===== config.mk =====
export PLATFORM = sky130hd
export DESIGN_NAME = ram_port_arbiter_flat
export DESIGN_NICKNAME = d
export VERILOG_FILES = /design/src/rtl/ram_port_arbiter_if.sv /design/src/rtl/ram_port_arbiter.sv /design/src/flat_wrapper.sv
export SDC_FILE = /design/constraint.sdc
export NUM_CORES = 1
export LEC_CHECK = 0
export BUFFER_PORTS_ARGS = -buffer_cell sky130_fd_sc_hd__buf_2
export CORE_AREA = 4 4 116 118
export DETAILED_ROUTE_END_ITERATION = 8
export DIE_AREA = 0 0 120 122
export PLACE_DENSITY = 0.65
export SYNTH_ARGS = -nofsm -noshare
export SYNTH_HDL_FRONTEND = slang
export SYNTH_SLANG_ARGS = --single-unit

===== constraint.sdc =====
create_clock -name clk -period 1.6 [get_ports clk]
set_input_delay 0.08 -clock clk [delete_from_list [all_inputs] [get_ports clk]]
set_output_delay 0.08 -clock clk [all_outputs]
set_load 0.05 [all_outputs]

===== src/rtl/ram_port_arbiter_if.sv =====
// Bundle of both requester ports plus the shared RAM port seen by the arbiter.
interface ram_port_arbiter_if #(
  parameter int AW = 32,
  parameter int DW = 32
);
  logic          req0;
  logic          we0;
  logic [AW-1:0] addr0;
  logic [DW-1:0] wdata0;
  logic          gnt0;
  logic          rvalid0;
  logic [DW-1:0] rdata0;

  logic          req1;
  logic          we1;
  logic          lock1;
  logic [AW-1:0] addr1;
  logic [DW-1:0] wdata1;
  logic          gnt1;
  logic          rvalid1;
  logic [DW-1:0] rdata1;

  logic [AW-1:0] ram_addr;
  logic [DW-1:0] ram_wdata;
  logic          ram_we;
  logic [DW-1:0] ram_rdata;
  logic          locked;

  // Arbiter side: takes requests and RAM read data, drives grants and the RAM port.
  modport slave (
    input  req0, we0, addr0, wdata0,
    output gnt0, rvalid0, rdata0,
    input  req1, we1, lock1, addr1, wdata1,
    output gnt1, rvalid1, rdata1,
    output ram_addr, ram_wdata, ram_we,
    input  ram_rdata,
    output locked
  );

  // Requester/RAM side: the mirror image of the arbiter view.
  modport master (
    output req0, we0, addr0, wdata0,
    input  gnt0, rvalid0, rdata0,
    output req1, we1, lock1, addr1, wdata1,
    input  gnt1, rvalid1, rdata1,
    input  ram_addr, ram_wdata, ram_we,
    output ram_rdata,
    input  locked
  );
endinterface


===== src/rtl/ram_port_arbiter.sv =====
// Shares one RAM port between the CPU data port (port 0, fixed priority) and
// the UART loader (port 1), with a starvation limit and bounded locked bursts
// for port 1. Accesses happen in the grant cycle; reads return one cycle later.
module ram_port_arbiter #(
  parameter int AW        = 32,
  parameter int DW        = 32,
  parameter int MAX_WAIT  = 4,
  parameter int MAX_BURST = 8
) (
  input  logic              clk,
  input  logic              rst,
  ram_port_arbiter_if.slave bus
);

  localparam int WW = $clog2(MAX_WAIT + 1);
  localparam int BW = $clog2(MAX_BURST + 1);
  localparam logic [WW-1:0] WAIT_LIMIT  = WW'(MAX_WAIT);
  localparam logic [BW-1:0] BURST_LIMIT = BW'(MAX_BURST);

  typedef enum logic {
    ARB   = 1'b0,
    LOCK1 = 1'b1
  } stateT;

  stateT         state_q, state_d;
  logic [WW-1:0] waitCnt_q, waitCnt_d;
  logic [BW-1:0] burstCnt_q, burstCnt_d;
  logic          gnt0, gnt1;
  logic          rvalid0_q, rvalid1_q;
  logic [DW-1:0] rdata0_q, rdata1_q;

  // Grant decision and next state; nothing is granted while reset is held.
  always_comb begin
    gnt0       = 1'b0;
    gnt1       = 1'b0;
    state_d    = state_q;
    burstCnt_d = burstCnt_q;
    if (!rst) begin
      case (state_q)
        ARB: begin
          if (bus.req0 && bus.req1) begin
            if (waitCnt_q == WAIT_LIMIT) gnt1 = 1'b1;
            else                         gnt0 = 1'b1;
          end else begin
            gnt0 = bus.req0;
            gnt1 = bus.req1;
          end
          burstCnt_d = '0;
          if (gnt1 && bus.lock1 && (MAX_BURST > 1)) begin
            state_d    = LOCK1;
            burstCnt_d = BW'(1);
          end
        end
        LOCK1: begin
          gnt1 = bus.req1;
          if (!bus.req1) begin
            state_d    = ARB;
            burstCnt_d = '0;
          end else begin
            burstCnt_d = burstCnt_q + 1'b1;
            if (!bus.lock1 || (burstCnt_d == BURST_LIMIT)) begin
              state_d    = ARB;
              burstCnt_d = '0;
            end
          end
        end
        default: state_d = ARB;
      endcase
    end
  end

  // Starvation counter: counts refused port 1 cycles, saturating at the limit.
  always_comb begin
    waitCnt_d = waitCnt_q;
    if (gnt1 || !bus.req1)            waitCnt_d = '0;
    else if (waitCnt_q != WAIT_LIMIT) waitCnt_d = waitCnt_q + 1'b1;
  end

  // FSM and counter registers.
  always_ff @(posedge clk) begin
    if (rst) begin
      state_q    <= ARB;
      waitCnt_q  <= '0;
      burstCnt_q <= '0;
    end else begin
      state_q    <= state_d;
      waitCnt_q  <= waitCnt_d;
      burstCnt_q <= burstCnt_d;
    end
  end

  // Read return: capture the asynchronous RAM data at the end of a read grant.
  always_ff @(posedge clk) begin
    if (rst) begin
      rvalid0_q <= 1'b0;
      rvalid1_q <= 1'b0;
      rdata0_q  <= '0;
      rdata1_q  <= '0;
    end else begin
      rvalid0_q <= gnt0 && !bus.we0;
      rvalid1_q <= gnt1 && !bus.we1;
      if (gnt0 && !bus.we0) rdata0_q <= bus.ram_rdata;
      if (gnt1 && !bus.we1) rdata1_q <= bus.ram_rdata;
    end
  end

  // RAM port mux: the winner drives the port, otherwise it idles at zero.
  always_comb begin
    bus.ram_addr  = '0;
    bus.ram_wdata = '0;
    bus.ram_we    = 1'b0;
    if (gnt0) begin
      bus.ram_addr  = bus.addr0;
      bus.ram_wdata = bus.wdata0;
      bus.ram_we    = bus.we0;
    end else if (gnt1) begin
      bus.ram_addr  = bus.addr1;
      bus.ram_wdata = bus.wdata1;
      bus.ram_we    = bus.we1;
    end
  end

  assign bus.gnt0    = gnt0;
  assign bus.gnt1    = gnt1;
  assign bus.rvalid0 = rvalid0_q;
  assign bus.rvalid1 = rvalid1_q;
  assign bus.rdata0  = rdata0_q;
  assign bus.rdata1  = rdata1_q;
  assign bus.locked  = (state_q == LOCK1);

endmodule


===== src/flat_wrapper.sv =====
// flat-port wrapper written by rule: the top's interface ports become plain ports
module ram_port_arbiter_flat 
#(
  parameter int AW        = 32,
  parameter int DW        = 32,
  parameter int MAX_WAIT  = 4,
  parameter int MAX_BURST = 8
)
  (clk, rst, bus_req0, bus_we0, bus_addr0, bus_wdata0, bus_gnt0, bus_rvalid0, bus_rdata0, bus_req1, bus_we1, bus_lock1, bus_addr1, bus_wdata1, bus_gnt1, bus_rvalid1, bus_rdata1, bus_ram_addr, bus_ram_wdata, bus_ram_we, bus_ram_rdata, bus_locked);
  ram_port_arbiter_if #(.AW(AW), .DW(DW)) bus_i ();
  input  logic clk;
  input  logic rst;
  input wire logic [$bits(bus_i.req0)-1:0] bus_req0;
  input wire logic [$bits(bus_i.we0)-1:0] bus_we0;
  input wire logic [$bits(bus_i.addr0)-1:0] bus_addr0;
  input wire logic [$bits(bus_i.wdata0)-1:0] bus_wdata0;
  output wire logic [$bits(bus_i.gnt0)-1:0] bus_gnt0;
  output wire logic [$bits(bus_i.rvalid0)-1:0] bus_rvalid0;
  output wire logic [$bits(bus_i.rdata0)-1:0] bus_rdata0;
  input wire logic [$bits(bus_i.req1)-1:0] bus_req1;
  input wire logic [$bits(bus_i.we1)-1:0] bus_we1;
  input wire logic [$bits(bus_i.lock1)-1:0] bus_lock1;
  input wire logic [$bits(bus_i.addr1)-1:0] bus_addr1;
  input wire logic [$bits(bus_i.wdata1)-1:0] bus_wdata1;
  output wire logic [$bits(bus_i.gnt1)-1:0] bus_gnt1;
  output wire logic [$bits(bus_i.rvalid1)-1:0] bus_rvalid1;
  output wire logic [$bits(bus_i.rdata1)-1:0] bus_rdata1;
  output wire logic [$bits(bus_i.ram_addr)-1:0] bus_ram_addr;
  output wire logic [$bits(bus_i.ram_wdata)-1:0] bus_ram_wdata;
  output wire logic [$bits(bus_i.ram_we)-1:0] bus_ram_we;
  input wire logic [$bits(bus_i.ram_rdata)-1:0] bus_ram_rdata;
  output wire logic [$bits(bus_i.locked)-1:0] bus_locked;
  assign bus_i.req0 = bus_req0;
  assign bus_i.we0 = bus_we0;
  assign bus_i.addr0 = bus_addr0;
  assign bus_i.wdata0 = bus_wdata0;
  assign bus_gnt0 = bus_i.gnt0;
  assign bus_rvalid0 = bus_i.rvalid0;
  assign bus_rdata0 = bus_i.rdata0;
  assign bus_i.req1 = bus_req1;
  assign bus_i.we1 = bus_we1;
  assign bus_i.lock1 = bus_lock1;
  assign bus_i.addr1 = bus_addr1;
  assign bus_i.wdata1 = bus_wdata1;
  assign bus_gnt1 = bus_i.gnt1;
  assign bus_rvalid1 = bus_i.rvalid1;
  assign bus_rdata1 = bus_i.rdata1;
  assign bus_ram_addr = bus_i.ram_addr;
  assign bus_ram_wdata = bus_i.ram_wdata;
  assign bus_ram_we = bus_i.ram_we;
  assign bus_i.ram_rdata = bus_ram_rdata;
  assign bus_locked = bus_i.locked;
  ram_port_arbiter #(.AW(AW), .DW(DW), .MAX_WAIT(MAX_WAIT), .MAX_BURST(MAX_BURST)) u_core (.clk(clk), .rst(rst), .bus(bus_i));
endmodule

; After elaboration in Yosys (flattened, before gate mapping)
; Cells that the tools add are included.
[word_totals]
word_cells = 48
register_bits = 74
in_bits = 167
out_inout_bits = 134
[op_classes]
n_reduce_logical = 11
n_addsub = 2
n_eq_ne = 3
n_bitwise = 1
n_mux = 24
[op_table]
columns = cell, n
row1 = two-way mux 32 bit, 4
row2 = two-way mux 1 bit, 15
row3 = two-way mux 4 bit, 2
row4 = case mux 4 bit (2 select lines), 1
row5 = "adder 4 x 1 -> 4 bit, second input constant", 1
row6 = "== test 4 bit, second input constant", 1
row7 = logical AND 1 bit, 4
row8 = logical NOT 1 bit, 4
row9 = case mux 1 bit (2 select lines), 2
row10 = "adder 3 x 1 -> 3 bit, second input constant", 1
row11 = "== test 3 bit, second input constant", 1
row12 = "inequality test 3 bit, second input constant", 1
row13 = logical OR 1 bit, 2
row14 = OR reduction 2 bit, 1
row15 = NOT 1 bit, 1

; Logic depth before layout (Yosys ltp)
[depth]
ltp_word = 9
ltp_mapped = 8
depth_no_buf = 6

; Worst setup path after synthesis
; Ideal clock, no wire load.
[synth_path]
path_kind = flip-flop to output port
from = register u_core.state_q (netlist: u_core.bus.locked)
to = output port bus_ram_wdata[22]
setup_slack_ns = -0.425
path_stages_with_launch = 6
t_arrival_ns = 1.945
n_path_buf = 1
required_ns = 1.520
path_cell_list = dfxtp_1 nand2b_4 o21ai_2 inv_2 buf_2 a22o_1
[synth_between]
elab_chain_cells = 5
elab_cells_between_ends = 7
classes_between = 6 x mux / 1 x bitwise
[synth_rtl]
columns = item, line_no
row1 = start: declaration, ram_port_arbiter.sv:25  ; stateT state_q, state_d;
row2 = start signal: assignment, ram_port_arbiter.sv:86  ; state_q <= state_d;
row3 = NOT 1 bit, ram_port_arbiter.sv:39  ; case (state_q)
row4 = case mux 1 bit (2 select lines) (*), ram_port_arbiter.sv:39
row5 = two-way mux 1 bit (*), ram_port_arbiter.sv:38  ; if (!rst) begin
row6 = named net bus_gnt1, flat_wrapper.sv:25  ; output wire logic [$bits(bus_i.gnt1)-1:0] bus_gnt1;
row7 = two-way mux 32 bit (*), ram_port_arbiter.sv:116  ; end else if (gnt1) begin
row8 = two-way mux 32 bit (*), ram_port_arbiter.sv:112  ; if (gnt0) begin
row9 = end: declaration, flat_wrapper.sv:29  ; output wire logic [$bits(bus_i.ram_wdata)-1:0] bus_ram_wdata;
; Mark *: on every way through the listed nets, which the timed path passes. The rest lies on a longest branch.

; Final worst setup path
[layout_path]
from = register u_core.waitCnt_q[1]
to = output port bus_ram_wdata[2]
[layout_between]
elab_chain_cells = 9
elab_cells_between_ends = 13
classes_between = 1 x eq/ne / 12 x mux
[layout_rtl]
columns = item, line_no
row1 = start: declaration, ram_port_arbiter.sv:26  ; logic [WW-1:0] waitCnt_q, waitCnt_d;
row2 = start signal: assignment, ram_port_arbiter.sv:87  ; waitCnt_q <= waitCnt_d;
row3 = == test 3 bit (*), ram_port_arbiter.sv:42  ; if (waitCnt_q == WAIT_LIMIT) gnt1 = 1'b1;
row4 = two-way mux 1 bit, ram_port_arbiter.sv:42
row5 = two-way mux 1 bit, ram_port_arbiter.sv:41  ; if (bus.req0 && bus.req1) begin
row6 = two-way mux 1 bit, ram_port_arbiter.sv:39
row7 = two-way mux 1 bit, ram_port_arbiter.sv:38
row8 = case mux 1 bit (2 select lines), ram_port_arbiter.sv:39
row9 = two-way mux 1 bit, ram_port_arbiter.sv:38
row10 = two-way mux 32 bit, ram_port_arbiter.sv:116
row11 = two-way mux 32 bit (*), ram_port_arbiter.sv:112
; Mark *: on every way between the ends. The rest lies on a longest branch, timed or not. The select of a mux whose other input is x is not followed.

==> summary.txt <==
Run status
  – Status: finished, violations left
  – Violated checks: negative setup slack

Timing
  – Worst slew pin tran: roughly 0.35 ns
  – Max frequency: 483 MHz
  – Clk_skew: ~0.007 ns
  – Final hold vios: 0
  – Final setup margin: -0.472 ns
  – Minimum clock period: ~2.1 ns
  – RSZ-0062 raised after global routing: yes
  – Slew Limit Fails: 0
  – Fin crit share: 1.30
  – Max-slew headroom: 0.765
  – Final setup fails: 100
  – Setup TNS: -34.49 ns

Layout
  – Fin nets: 907
  – Most common cell after layout, fill and taps aside: buf_2
  – Area grow syn2layout: 122%
  – Fin cells: 915
  – Proportion of layout cells with a drive suffix above 1: 0.659
  – Most frequent cells in the layout: buf_2, dfxtp_1, a22o_4
  – Fin area: 7880 µm²
  – Fill cell count: 946

Drt
  – Wirelength per Cell: 20.1 µm
  – DR iter-0 viols: 200
  – Total Wirelength: 18.4 mm
  – Remaining DRCs: 0
  – Routed Antenna Nets: 0
  – Vias: 4468
  – Via-to-Cell Ratio: 4.88
  – TritonRoute pass-1 iters: 4

Clock tree
  – CTS tree: built
  – Htree depth: 3
  – CTS buffer count: 9
  – Worst skew pair latency: 0.33 ns
  – Reg clk slew, reported paths: 0.05 ns
  – CTS Root Cell: clkbuf_16
  – Clk sink count: 74
  – Clock Path Buffers: 2

Critical path
  – CP Data Required Time: 1.52 ns
  – CP Capture Type: primary output
  – Crit path max fanout: 8
  – Critical Path Start Type: flop
  – Crit Path Class: reg -> out
  – Critical Path AT: 1.99 ns

Floorplan
  – Die height: roughly 120 µm
  – Starting Density: 0.285
  – # rows: slightly above 40
  – Area of the core: 12500 µm²
  – Die Wd: 120 µm
  – Io pins: around 300
  – Area of the die: 14600 µm²

Synth
  – Synth Cell Area: 3560 µm²
  – Yosys warns: 0
  – Post-Syn Area per Cell: 9.51 µm²
  – Unique masters post-synth: 33
  – Synth Register Bits: 74
  – Synthesized instance count: between 300 and 400
  – Post-Syn Nets: between 500 and 600
  – Sequential element share of the synthesized area: 0.416
  – Async SR Flop Fraction: 0
  – Leading register cell type out of synthesis: dfxtp_1
  – EDFF count, synth: 0

Pwr
  – Clock Power Share: 0.337
  – Power Dens Cells: 785 nW/µm²
  – Cell Int Power: 4200 µW
  – Sequential Power Share: 0.318
  – Switch Pwr: 1980 µW
  – Sw Share: 0.320
  – VDD IR max: 0.000723 V
  – P_leak: ~0.004 µW
  – Comb pwr share: 0.345

Placement
  – Placed Instance Area: 5780 µm²
  – Placed Cells: 835
  – Port buffer count: 300
  – Final GP Congestion: 0.830
  – Post-DP HPWL: about 11 mm

GRT
  – Remaining Overflow, GRT: 0
  – First-pass GRT wire length: 26.0 mm
  – Initial antenna violation count: 3
  – Largest net degree at the start of global routing: 35
  – Number of global-route vias before repair: between 4000 and 5000
  – Total Routing Usage GR: 0.227

Hold path
  – Min-delay worst type: in -> reg

Run
  – Max-cap viol count: 0
## flip-flops by register name, summed over array words and instances, names as in the netlist
name / count
u_core.bus.rvalid1: 1
u_core.bus.locked: 1
u_core.bus.rdata0: 32
u_core.waitCnt_q: 3
u_core.bus.rvalid0: 1
u_core.bus.rdata1: 32
u_core.burstCnt_q: 4
## per-stage QoR
step           total power (µW)  hold slack [ns]  setup WS, ns  utilization
6_report                   6190          0.00859        -0.472        0.632
5_1_grt                    6410          0.00349        -0.541        0.632
4_1_cts                    6120         0.000248        -0.496        0.610
3_5_place_dp               3610            0.323        -0.263        0.464
3_3_place_gp               3580            0.320        -0.194        0.464
2_1_floorplan              3090            0.209       -0.0731            -
## critical path, stage by stage, from the launching register on
cell     delay [ns]
dfxtp_2        0.34
inv_2          0.04
ha_4           0.15
and2_4         0.16
o21ai_4        0.17
inv_6          0.09
buf_12         0.15
buf_16         0.14
a22o_4         0.26
buf_8          0.15
## power groups by stage
stage / clock, µW / combinational [µW] / sequential, µW
after floorplan: 0 / 817 / 2270
after CTS: 2130 / 2030 / 1960
final: 2090 / 2130 / 1970
after global placement: 0 / 1590 / 2000
after global routing: 2220 / 2210 / 1970
after detailed placement: 0 / 1610 / 2000
## final cells by class
type	instances	area, µm²	area share
Timing Repair Buffer	386	3270	0.414
Multi-Input combinational cell	258	2570	0.326
Sequential cell	74	1490	0.188
Clock buffer	9	225	0.0286
Tap cell	172	215	0.0273
Clock inverter	5	81.3	0.0103
Inverter	8	35.0	0.00444
Antenna cell	3	7.51	0.000952
## routing by layer
layer / wire (µm) / up-vias / global-route usage
li1: - / 2081 / -
met1: 6590 / 2124 / 0.234
met2: 9920 / 220 / 0.429
met3: 1220 / 43 / 0.0580
met4: 646 / 0 / 0.103
met5: 0 / - / 0
## cells in the mapped netlist, types with 3 or more instances
cell | number | share of area
dfxtp_1 | 74 | 0.42
a22o_1 | 65 | 0.16
nand2_1 | 34 | 0.036
nand3_1 | 34 | 0.048
nor2b_1 | 33 | 0.058
mux2_2 | 32 | 0.10
o21ai_1 | 29 | 0.041
buf_2 | 13 | 0.018
clkbuf_1 | 11 | 0.012
buf_6 | 7 | 0.022
inv_1 | 7 | 0.0074
nor2_1 | 5 | 0.0053
buf_4 | 3 | 0.0063
ha_1 | 3 | 0.011
o21ai_0 | 3 | 0.0042
## worst paths after layout
kind                            cells past startpoint             startpoint                    end  slack, ns
worst max register to register                      8    u_core.waitCnt_q[1]   u_core.bus.rdata1[3]      -0.20
worst max-delay path                                9    u_core.waitCnt_q[1]       bus_ram_wdata[2]      -0.47
worst min register to register                      2  u_core.bus.rdata0[13]  u_core.bus.rdata0[13]       0.45
worst min-delay path                                3       bus_ram_rdata[4]   u_core.bus.rdata0[4]      0.009
## what timing repair did
action	4_1_cts	5_1_grt
endpoints found under the hold margin	44	0
buffers inserted	20	7
resized for setup	234	55
cloned	10	4
pin swaps	8	5
hold buffers	29	0
setup endpoints to repair	132	133
## cell families after synthesis
family	Yosys count	share of synthesized area
AOI/OAI and AO/OA	105	0.224
xor gates and xnor gates	1	0.00246
adders and majority gates	3	0.0105
buffers and inverters	42	0.0668
DFF	74	0.416
muxes	32	0.101
and+or+nand+nor	117	0.179
No activity file was read; power rests on OpenSTA's default activity.
